$ cat src/rtl/arkanoid_pkg.sv
// ---------------------------------------------------------------------------
// arkanoid_pkg
// Shared definitions for the brick-map side of the game:
//   - brick-map command codes (FUNC_*)
//   - default map geometry (ROWS_DEF / COLS_DEF)
//   - brick_hit_ctrl FSM state encoding
//   - saturating brick-count decrement helper
// ---------------------------------------------------------------------------
package arkanoid_pkg;

    typedef logic [1:0] map_func_t;

    localparam map_func_t FUNC_CLEAR    = 2'b00;
    localparam map_func_t FUNC_LOAD     = 2'b01;
    localparam map_func_t FUNC_DROPDOWN = 2'b10;
    localparam map_func_t FUNC_PUSHUP   = 2'b11;

    localparam int ROWS_DEF = 10;
    localparam int COLS_DEF = 20;

    localparam logic [2:0] ST_IDLE  = 3'd0;
    localparam logic [2:0] ST_H_RD  = 3'd1;
    localparam logic [2:0] ST_H_CHK = 3'd2;
    localparam logic [2:0] ST_H_CLR = 3'd3;
    localparam logic [2:0] ST_V_RD  = 3'd4;
    localparam logic [2:0] ST_V_CHK = 3'd5;
    localparam logic [2:0] ST_V_CLR = 3'd6;
    localparam logic [2:0] ST_DONE  = 3'd7;

    // Brick count never wraps below zero.
    function automatic logic [8:0] sat_dec(input logic [8:0] v);
        return (v == 9'd0) ? 9'd0 : v - 9'd1;
    endfunction

endpackage

$ cat src/rtl/cell_locator.sv
// ---------------------------------------------------------------------------
// cell_locator
// Combinational pixel-to-cell mapping for the brick map.
// Ports:
//   px, py  in   11-bit signed pixel point
//   row     out  map row (0 when invalid)
//   col     out  map column (0 when invalid)
//   valid   out  point lies inside the grid
// ---------------------------------------------------------------------------
module cell_locator #(
    parameter int ROWS     = 10,
    parameter int COLS     = 20,
    parameter int CELL_W   = 16,
    parameter int CELL_H   = 8,
    parameter int ORIGIN_X = 0,
    parameter int ORIGIN_Y = 0
) (
    input  logic signed [10:0] px,
    input  logic signed [10:0] py,
    output logic        [3:0]  row,
    output logic        [4:0]  col,
    output logic               valid
);

    localparam int SH_X = $clog2(CELL_W);
    localparam int SH_Y = $clog2(CELL_H);

    localparam logic signed [10:0] OX    = 11'(ORIGIN_X);
    localparam logic signed [10:0] OY    = 11'(ORIGIN_Y);
    localparam logic signed [10:0] NCOLS = 11'(COLS);
    localparam logic signed [10:0] NROWS = 11'(ROWS);

    logic signed [10:0] rx, ry, cx, cy;

    assign rx = px - OX;
    assign ry = py - OY;
    // Arithmetic shift keeps negative offsets negative so the sign test below
    // still rejects them.
    assign cx = rx >>> SH_X;
    assign cy = ry >>> SH_Y;

    assign valid = !rx[10] && !ry[10] && (cx < NCOLS) && (cy < NROWS);
    assign col   = valid ? cx[4:0] : 5'd0;
    assign row   = valid ? cy[3:0] : 4'd0;

endmodule

$ cat src/rtl/brick_hit_ctrl.sv
// ---------------------------------------------------------------------------
// brick_hit_ctrl
// Brick-map initiator: on each probe, looks up the horizontal and vertical
// lookahead points of the ball, clears any struck brick, reports reflection
// and tracks the bricks left in the stage.
// Ports:
//   clock, reset           clock / async active-high reset
//   start, brick_total     reload brick count, abort any probe
//   probe, ball_*          ball moved: position and direction
//   map_row, map_col       registered map address
//   map_cell               occupied bit of the addressed cell
//   map_enable, map_func   clear command to the map
//   busy, done             FSM activity / one-cycle result strobe
//   hit_x, hit_y           reflect horizontal / vertical velocity
//   score_inc              one pulse per cleared brick
//   bricks_left            bricks remaining
//   stage_clear            level, set when the last brick is cleared
// ---------------------------------------------------------------------------
module brick_hit_ctrl
    import arkanoid_pkg::*;
#(
    parameter int ROWS     = ROWS_DEF,
    parameter int COLS     = COLS_DEF,
    parameter int CELL_W   = 16,
    parameter int CELL_H   = 8,
    parameter int ORIGIN_X = 0,
    parameter int ORIGIN_Y = 0,
    parameter int BALL_R   = 4
) (
    input  logic       clock,
    input  logic       reset,
    input  logic       start,
    input  logic [8:0] brick_total,
    input  logic       probe,
    input  logic [9:0] ball_x,
    input  logic [9:0] ball_y,
    input  logic       ball_dx,
    input  logic       ball_dy,
    output logic [3:0] map_row,
    output logic [4:0] map_col,
    input  logic       map_cell,
    output logic       map_enable,
    output logic [1:0] map_func,
    output logic       busy,
    output logic       done,
    output logic       hit_x,
    output logic       hit_y,
    output logic       score_inc,
    output logic [8:0] bricks_left,
    output logic       stage_clear
);

    localparam logic signed [10:0] R_OFF = 11'(BALL_R);

    logic [2:0] state;
    logic [9:0] bx_q, by_q;
    logic       dy_q;
    logic       pt_vld;

    logic signed [10:0] px, py;
    logic [3:0] loc_row;
    logic [4:0] loc_col;
    logic       loc_vld;

    // The locator sees the horizontal point straight from the ball inputs in
    // IDLE (address is registered on probe acceptance), and the vertical point
    // from the latched ball state afterwards.
    always_comb begin
        if (state == ST_IDLE) begin
            px = $signed({1'b0, ball_x}) + (ball_dx ? R_OFF : -R_OFF);
            py = $signed({1'b0, ball_y});
        end else begin
            px = $signed({1'b0, bx_q});
            py = $signed({1'b0, by_q}) + (dy_q ? R_OFF : -R_OFF);
        end
    end

    cell_locator #(
        .ROWS    (ROWS),
        .COLS    (COLS),
        .CELL_W  (CELL_W),
        .CELL_H  (CELL_H),
        .ORIGIN_X(ORIGIN_X),
        .ORIGIN_Y(ORIGIN_Y)
    ) u_loc (
        .px   (px),
        .py   (py),
        .row  (loc_row),
        .col  (loc_col),
        .valid(loc_vld)
    );

    // Ball state latch: pure data, no reset needed.
    always_ff @(posedge clock) begin
        if (state == ST_IDLE && probe && !start) begin
            bx_q <= ball_x;
            by_q <= ball_y;
            dy_q <= ball_dy;
        end
    end

    always_ff @(posedge clock or posedge reset) begin
        if (reset) begin
            state       <= ST_IDLE;
            map_row     <= '0;
            map_col     <= '0;
            pt_vld      <= 1'b0;
            hit_x       <= 1'b0;
            hit_y       <= 1'b0;
            bricks_left <= '0;
            stage_clear <= 1'b0;
        end else if (start) begin
            state       <= ST_IDLE;
            hit_x       <= 1'b0;
            hit_y       <= 1'b0;
            bricks_left <= brick_total;
            stage_clear <= (brick_total == 9'd0);
        end else begin
            case (state)
                ST_IDLE: begin
                    if (probe) begin
                        hit_x   <= 1'b0;
                        hit_y   <= 1'b0;
                        map_row <= loc_row;
                        map_col <= loc_col;
                        pt_vld  <= loc_vld;
                        state   <= ST_H_RD;
                    end
                end
                ST_H_RD:  state <= ST_H_CHK;
                ST_H_CHK: begin
                    if (map_cell && pt_vld) begin
                        hit_x <= 1'b1;
                        state <= ST_H_CLR;
                    end else begin
                        map_row <= loc_row;
                        map_col <= loc_col;
                        pt_vld  <= loc_vld;
                        state   <= ST_V_RD;
                    end
                end
                ST_H_CLR: begin
                    bricks_left <= sat_dec(bricks_left);
                    if (bricks_left == 9'd1) stage_clear <= 1'b1;
                    map_row <= loc_row;
                    map_col <= loc_col;
                    pt_vld  <= loc_vld;
                    state   <= ST_V_RD;
                end
                ST_V_RD:  state <= ST_V_CHK;
                ST_V_CHK: begin
                    if (map_cell && pt_vld) begin
                        hit_y <= 1'b1;
                        state <= ST_V_CLR;
                    end else begin
                        state <= ST_DONE;
                    end
                end
                ST_V_CLR: begin
                    bricks_left <= sat_dec(bricks_left);
                    if (bricks_left == 9'd1) stage_clear <= 1'b1;
                    state <= ST_DONE;
                end
                default:  state <= ST_IDLE;
            endcase
        end
    end

    // CLR states are only reachable for a valid, occupied point.
    assign map_enable = (state == ST_H_CLR) || (state == ST_V_CLR);
    assign score_inc  = map_enable;
    assign map_func   = FUNC_CLEAR;
    assign busy       = (state != ST_IDLE);
    assign done       = (state == ST_DONE);

endmodule
$ cat config.mk
export PLATFORM = sky130hd
export DESIGN_NAME = brick_hit_ctrl
export DESIGN_NICKNAME = d
export VERILOG_FILES = /design/src/rtl/arkanoid_pkg.sv /design/src/rtl/cell_locator.sv /design/src/rtl/brick_hit_ctrl.sv
export SDC_FILE = /design/constraint.sdc
export NUM_CORES = 1
export LEC_CHECK = 0
export BUFFER_PORTS_ARGS = -buffer_cell sky130_fd_sc_hd__buf_4
export CORE_ASPECT_RATIO = 0.9
export CORE_MARGIN = 3
export CORE_UTILIZATION = 30
export DETAILED_ROUTE_END_ITERATION = 7
export GPL_ROUTABILITY_DRIVEN = 0
export PLACE_DENSITY_LB_ADDON = 0.25
export SLEW_MARGIN = 10
export SYNTH_ARGS = -nofsm -noshare
export SYNTH_HDL_FRONTEND = slang
export SYNTH_SLANG_ARGS = --single-unit
$ cat constraint.sdc
create_clock -name clock -period 3.38 [get_ports clock]
set_clock_uncertainty 0.05 [all_clocks]
set_input_delay 0.676 -clock clock [delete_from_list [all_inputs] [get_ports clock]]
set_output_delay 0.676 -clock clock [all_outputs]
set_load 0.01 [all_outputs]
Word level (Yosys, flattened, before mapping)
Index checks and enable logic that the tools add are counted.
- $add $sub $neg: 3
- $lt $le $gt $ge: 2
- equal/unequal tests: 13
- muxes and demuxes: 32
- bitwise logic cells: 1
- reduce and logical (&&, ||, !) cells: 24
- operators by type and width (operator ; count):
    $mux 11 ; 4
    $mux 9 ; 3
    $add 11x11->11 ; 2
    $pmux 3 s7 ; 1
    $logic_not 9->1 ; 2
    $mux 5 ; 3
    $pmux 5 s3 ; 1
    $eq 3x3->1 const B ; 4
    $mux 4 ; 3
    $pmux 4 s3 ; 1
    $reduce_bool 3->1 ; 4
    $mux 1 ; 10
    $eq 9x1->1 const B ; 1
    $mux 3 ; 3
    $ne 3x3->1 const B ; 3
    $sub 9x1->9 const B ; 1
    $lt 8x5->1 const B ; 1
    $lt 7x6->1 const B ; 1
    $eq 3x2->1 const B ; 2
    $logic_and 1x1->1 ; 6
    $reduce_and 3->1 ; 2
    $ne 2x2->1 const B ; 2
    $pmux 1 s2 ; 2
    $reduce_and 4->1 ; 1
    other kinds (9) ; 12
- register bits: 46
- output and inout bits: 27
- word-level logic and storage cells: 86

Logic depth before layout (Yosys ltp)
- word-level depth: 10
- gate-level depth with buffers: 9

Hierarchy
From an unflattened synthesis, not the netlist that was laid out.
- cell total of the unflattened synthesis: 333
- area, all modules: 3221.8 um^2
- modules (own cells, without submodules) (module ; times used ; cells each ; area each (um^2) ; seq. area each (um^2)):
    brick_hit_ctrl ; 1 ; 308 ; 2980.4 ; 1256.2
    cell_locator ; 1 ; 25 ; 241.5 ; 0.0

Worst setup path after synthesis
No wires, ideal clock.
- path kind: input -> register
- from: input port ball_dx
- to: register map_col[0]
- arrival time: 2594 ps
- slack: 640 ps
- stages: 8
- buffers on the path: 0
- cell sequence: inv_1 -> ha_1 -> a21o_1 -> a311o_1 -> a21oi_2 -> a21oi_1 -> a221o_2 -> o31ai_1
- longest elaborated chain between the ends: 10
- elaborated cells between the ends (all ways): 12
- classes of those cells: add/sub: 1; order compare: 1; mux: 6; reduce/logical: 4
- ends and longest elaborated chain (what ; line ; text):
    from (decl) ; brick_hit_ctrl.sv:37 ; input logic ball_dx,
    $mux 11 (*) ; brick_hit_ctrl.sv:70 ; px = $signed({1'b0, ball_x}) + (ball_dx ? R_OFF : -R_OFF);
    $add 11x11->11 (*) ; brick_hit_ctrl.sv:70 ;
    $mux 11 (*) ; brick_hit_ctrl.sv:69 ; if (state == ST_IDLE) begin
    parallel branches: the longest is 4 deep, another holds $lt 7x6->1 ; n/a ;
    $mux 5 (*) ; cell_locator.sv:43 ; assign col = valid ? cx[4:0] : 5'd0;
    $mux 5 (on tied branches) ; brick_hit_ctrl.sv:132, brick_hit_ctrl.sv:121 ;
    $pmux 5 s3 (*) ; brick_hit_ctrl.sv:119 ; case (state)
    to (signal assigned) ; brick_hit_ctrl.sv:125 ; map_col <= loc_col;
    to (signal assigned) ; brick_hit_ctrl.sv:137 ; map_col <= loc_col;
    to (signal assigned) ; brick_hit_ctrl.sv:146 ; map_col <= loc_col;
    to (decl) ; brick_hit_ctrl.sv:40 ; output logic [4:0] map_col,
Mark *: on every way between the ends. The select of a mux whose other input is x is not followed.
A chain may end at the register's enable or synchronous reset.

Worst setup path in the final report
- from: register dy_q
- to: register map_row[0]
- longest elaborated chain between the ends: 10
- elaborated cells between the ends (all ways): 12
- classes of those cells: add/sub: 1; order compare: 1; mux: 6; reduce/logical: 4
- ends and longest elaborated chain (what ; line ; text):
    from (decl) ; brick_hit_ctrl.sv:57 ; logic dy_q;
    from (signal assigned) ; brick_hit_ctrl.sv:98 ; dy_q <= ball_dy;
    $mux 11 (*) ; brick_hit_ctrl.sv:74 ; py = $signed({1'b0, by_q}) + (dy_q ? R_OFF : -R_OFF);
    $add 11x11->11 (*) ; brick_hit_ctrl.sv:74 ;
    $mux 11 (*) ; brick_hit_ctrl.sv:69 ;
    parallel branches: the longest is 4 deep, another holds $lt 8x5->1 ; n/a ;
    $mux 4 (*) ; cell_locator.sv:44 ; assign row = valid ? cy[3:0] : 4'd0;
    $mux 4 (on tied branches) ; brick_hit_ctrl.sv:132, brick_hit_ctrl.sv:121 ;
    $pmux 4 s3 (*) ; brick_hit_ctrl.sv:119 ;
    to (signal assigned) ; brick_hit_ctrl.sv:124 ; map_row <= loc_row;
    to (signal assigned) ; brick_hit_ctrl.sv:136 ; map_row <= loc_row;
    to (signal assigned) ; brick_hit_ctrl.sv:145 ; map_row <= loc_row;
    to (decl) ; brick_hit_ctrl.sv:39 ; output logic [3:0] map_row,
Marks and branches as above.

==> results.sh <==
export IMPL_hold_slack_ns=0.449
export IMPL_p_total_mw=1.39
export IMPL_antenna_left=0
export IMPL_maxSlewViolCount=0
export IMPL_drt_total_wl_um=6200
export IMPL_setup_viol=0
export IMPL_grt_pass1_wl_um=10100
export IMPL_finish_utilization_pct=39.2
export IMPL_switching_share_pct=28.5
export IMPL_clkPwrFrac_pct=35.2
export IMPL_layout_common_cells="buf_4, nand2_1, nor2_1, dfrtp_1, o21ai_0"
export IMPL_synth_area_leaders="dfrtp_1, edfxtp_1, ha_1"
export IMPL_synth_flop_cell="dfrtp_1"
export IMPL_internal_power_mw=0.992
export IMPL_grt_max_degree=26
export IMPL_start_util_pct=31.2
export IMPL_endpoint_kind="flip-flop"
export IMPL_antenna_found_initial=0
export IMPL_path_delay_family="compound AO/OA/AOI/OAI gates"
export IMPL_viasPerCell=5.10
export IMPL_path_clk_slew_ns=0.08
export IMPL_p_leak_nw=1.40
export IMPL_coreArea_sq_um=8150
export IMPL_synth_edf_count=15
export IMPL_fin_crit_ns=2.85
export IMPL_htree_num_levels=2
export IMPL_yosysTopAreaCellShare_pct=24.6
export IMPL_io_buffers=56
export IMPL_cp_slowest_cell="a221o_2"
export IMPL_min_period_over_period_pct=84.5
export IMPL_clockBufferDepth=2
export IMPL_drt_iter0_drc=83
export IMPL_final_common_cell="buf_4"
export IMPL_timing_fmax_mhz=350
export IMPL_ys_ff_latch=40
export IMPL_crit_fanout=10
export IMPL_syn_to_final_growth_pct=25.5
export IMPL_synthCells=273
export IMPL_overflow=0
export IMPL_p_switching_mw=0.395
export IMPL_max_stage_delay_ns=0.49
export IMPL_final_nets=381
export IMPL_synthDistinctLibCells=51
export IMPL_ir_drop_uv=193
export IMPL_yosysSeqAreaShare_pct=42.3
export IMPL_cts_hold_buf=0
export IMPL_fp_row_count=31
export IMPL_num_fill_cells=855
export IMPL_dpl_cell_area_sq_um=3040
export IMPL_hp_class="flip-flop to flip-flop"
export IMPL_slew_limit_headroom_pct=34.6
export IMPL_worstHoldPathCells=2
export IMPL_start_kind="flip-flop"
export IMPL_clk_latency_ns=0.29
export IMPL_hpwl_um=4650
export IMPL_critPathKind="flip-flop to flip-flop"
export IMPL_seqPwrFrac_pct=40.3
export IMPL_cts_sinks=40
export IMPL_cts_tree="yes"
export IMPL_rsz0062_at_grt="false"
export IMPL_cts_resized=0
export IMPL_grt_use_total_pct=13.3
export IMPL_crit_chain="inv_1 -> ha_1 -> a211oi_1 -> o21ai_1 -> a31oi_1 -> xnor2_1 -> nand3_1 -> a221o_2 -> o31ai_1"
export IMPL_drive_gt1_share_pct=23.4
export IMPL_root_buffer="clkbuf_8"
export IMPL_drv_cap=0
export IMPL_postLayoutSetupSlackWorst_ns=0.525
export IMPL_cp_depth=9
export IMPL_drc=0
export IMPL_layoutNonFillerInstCount=428
export IMPL_cts_setup_buffers=0
export IMPL_wl_per_cell_um=14.5
export IMPL_critPathBufInv=1
export IMPL_cts_buffers=5
export IMPL_pre_cts_ws_ns=0.379
export IMPL_ys_warn_count=0
export IMPL_diodes=0
export IMPL_combPwrFrac_pct=24.5
export IMPL_hold_viol=0
export IMPL_fp_dieArea_sq_um=9620
export IMPL_fin_setup_tns_ns=0
export IMPL_die_w_um=103
export IMPL_synth_top_area_cell="dfrtp_1"
export IMPL_grt_pass1_vias=2069
export IMPL_drtPass1Iterations=5
export IMPL_p_per_area_nw_per_um2=435
export IMPL_status="finished, final reports clean"
export IMPL_ios=63
export IMPL_arrival_ns=3.01
export IMPL_placed_cells=420
export IMPL_worstMarginPinSlew_ns=0.980
export IMPL_design_area_sq_um=3190
export IMPL_num_vias=2182
export IMPL_crit_required_ns=3.53
export IMPL_async_flop_share_pct=62.5
export IMPL_synth_area_sq_um=2540
export IMPL_worst_r2r_path_depth=9
export IMPL_syn_avg_cell_area_sq_um=9.31
export IMPL_die_h_um=93.3
==> worst paths after layout <==
path / startpoint / to / slack, ns
max in group asynchronous: reset / hit_y / 2.12
worst min-delay path: map_row[0] / map_row[0] / 0.45
worst min register to register: map_row[0] / map_row[0] / 0.45
worst max register to register: dy_q / map_row[0] / 0.53
worst max-delay path: dy_q / map_row[0] / 0.53
min in group asynchronous: reset / bricks_left[3] / 0.56
==> worst reg2reg max path: cells and delay by family, from the launching register on <==
| kind | cells | cell delay (ns) |
|---|---|---|
| flops | 1 | 0.41 |
| fa+ha+maj | 1 | 0.35 |
| buf+inv | 1 | 0.25 |
| compound gates | 5 | 1.43 |
| xor+xnor | 1 | 0.16 |
| simple gates | 1 | 0.10 |
==> cell usage after synthesis, types with 2 or more instances <==
| library cell | count |
|---|---|
| nand2_1 | 38 |
| buf_2 | 3 |
| a211o_1 | 3 |
| nand4_1 | 2 |
| ha_1 | 16 |
| edfxtp_1 | 15 |
| a21oi_2 | 3 |
| clkbuf_1 | 3 |
| a221o_1 | 2 |
| a21o_1 | 5 |
| xor2_1 | 5 |
| dfrtp_1 | 25 |
| o211ai_1 | 3 |
| a22oi_1 | 3 |
| o21a_1 | 3 |
| inv_1 | 11 |
| nor4_1 | 3 |
| xnor2_1 | 9 |
| o21ai_1 | 2 |
| a21oi_1 | 12 |
| a31oi_1 | 4 |
| and2_1 | 2 |
| a211oi_1 | 4 |
| o21ai_0 | 22 |
| mux2i_1 | 2 |
| nor3_1 | 12 |
| o31ai_1 | 4 |
| nor2_1 | 26 |
| buf_4 | 6 |
| nand3_1 | 4 |
==> power by group through the flow <==
stage          sequential, mW  combinational, mW  clock, mW
3_5_place_dp            0.569              0.340          0
2_1_floorplan           0.564              0.236          0
6_report                0.559              0.340      0.488
5_1_grt                 0.563              0.382      0.530
3_3_place_gp            0.569              0.336          0
4_1_cts                 0.559              0.343      0.504
==> layer usage <==
layer	up-vias	track usage, %	part of all wire, %
met5	-	0	0
met4	0	3.88	0.90
met3	5	3.21	5.0
met2	50	20.1	45
met1	1025	18.7	49
li1	1102	-	-
==> sequential cells by signal (all words and copies together), names as in the netlist, 3 cells and up <==
register,cells
bricks_left,9
map_row,4
map_col,5
by_q,8
state,3
bx_q,6
==> layout make-up <==
| cell class | count | area [sq um] | share of cell area, % |
|---|---|---|---|
| Clock inverter | 1 | 30.0 | 0.941 |
| Multi-Input combinational cell | 210 | 1350 | 42.4 |
| Inverter | 12 | 45.0 | 1.41 |
| Timing Repair Buffer | 59 | 443 | 13.9 |
| Sequential cell | 40 | 1080 | 33.7 |
| Clock buffer | 7 | 119 | 3.73 |
| Tap cell | 99 | 124 | 3.88 |
==> kinds of logic after synthesis <==
logic type / synth area share, %
XOR/XNOR: 4.82
buffers and inverters: 4.58
adder cells (fa/ha/maj): 8.66
other: 0.147
AND/OR/NAND/NOR: 16.6
multiplexers: 0.787
flip-flops: 42.3
AO/OA/AOI/OAI: 22.1
No activity file was read; power rests on OpenSTA's default activity.
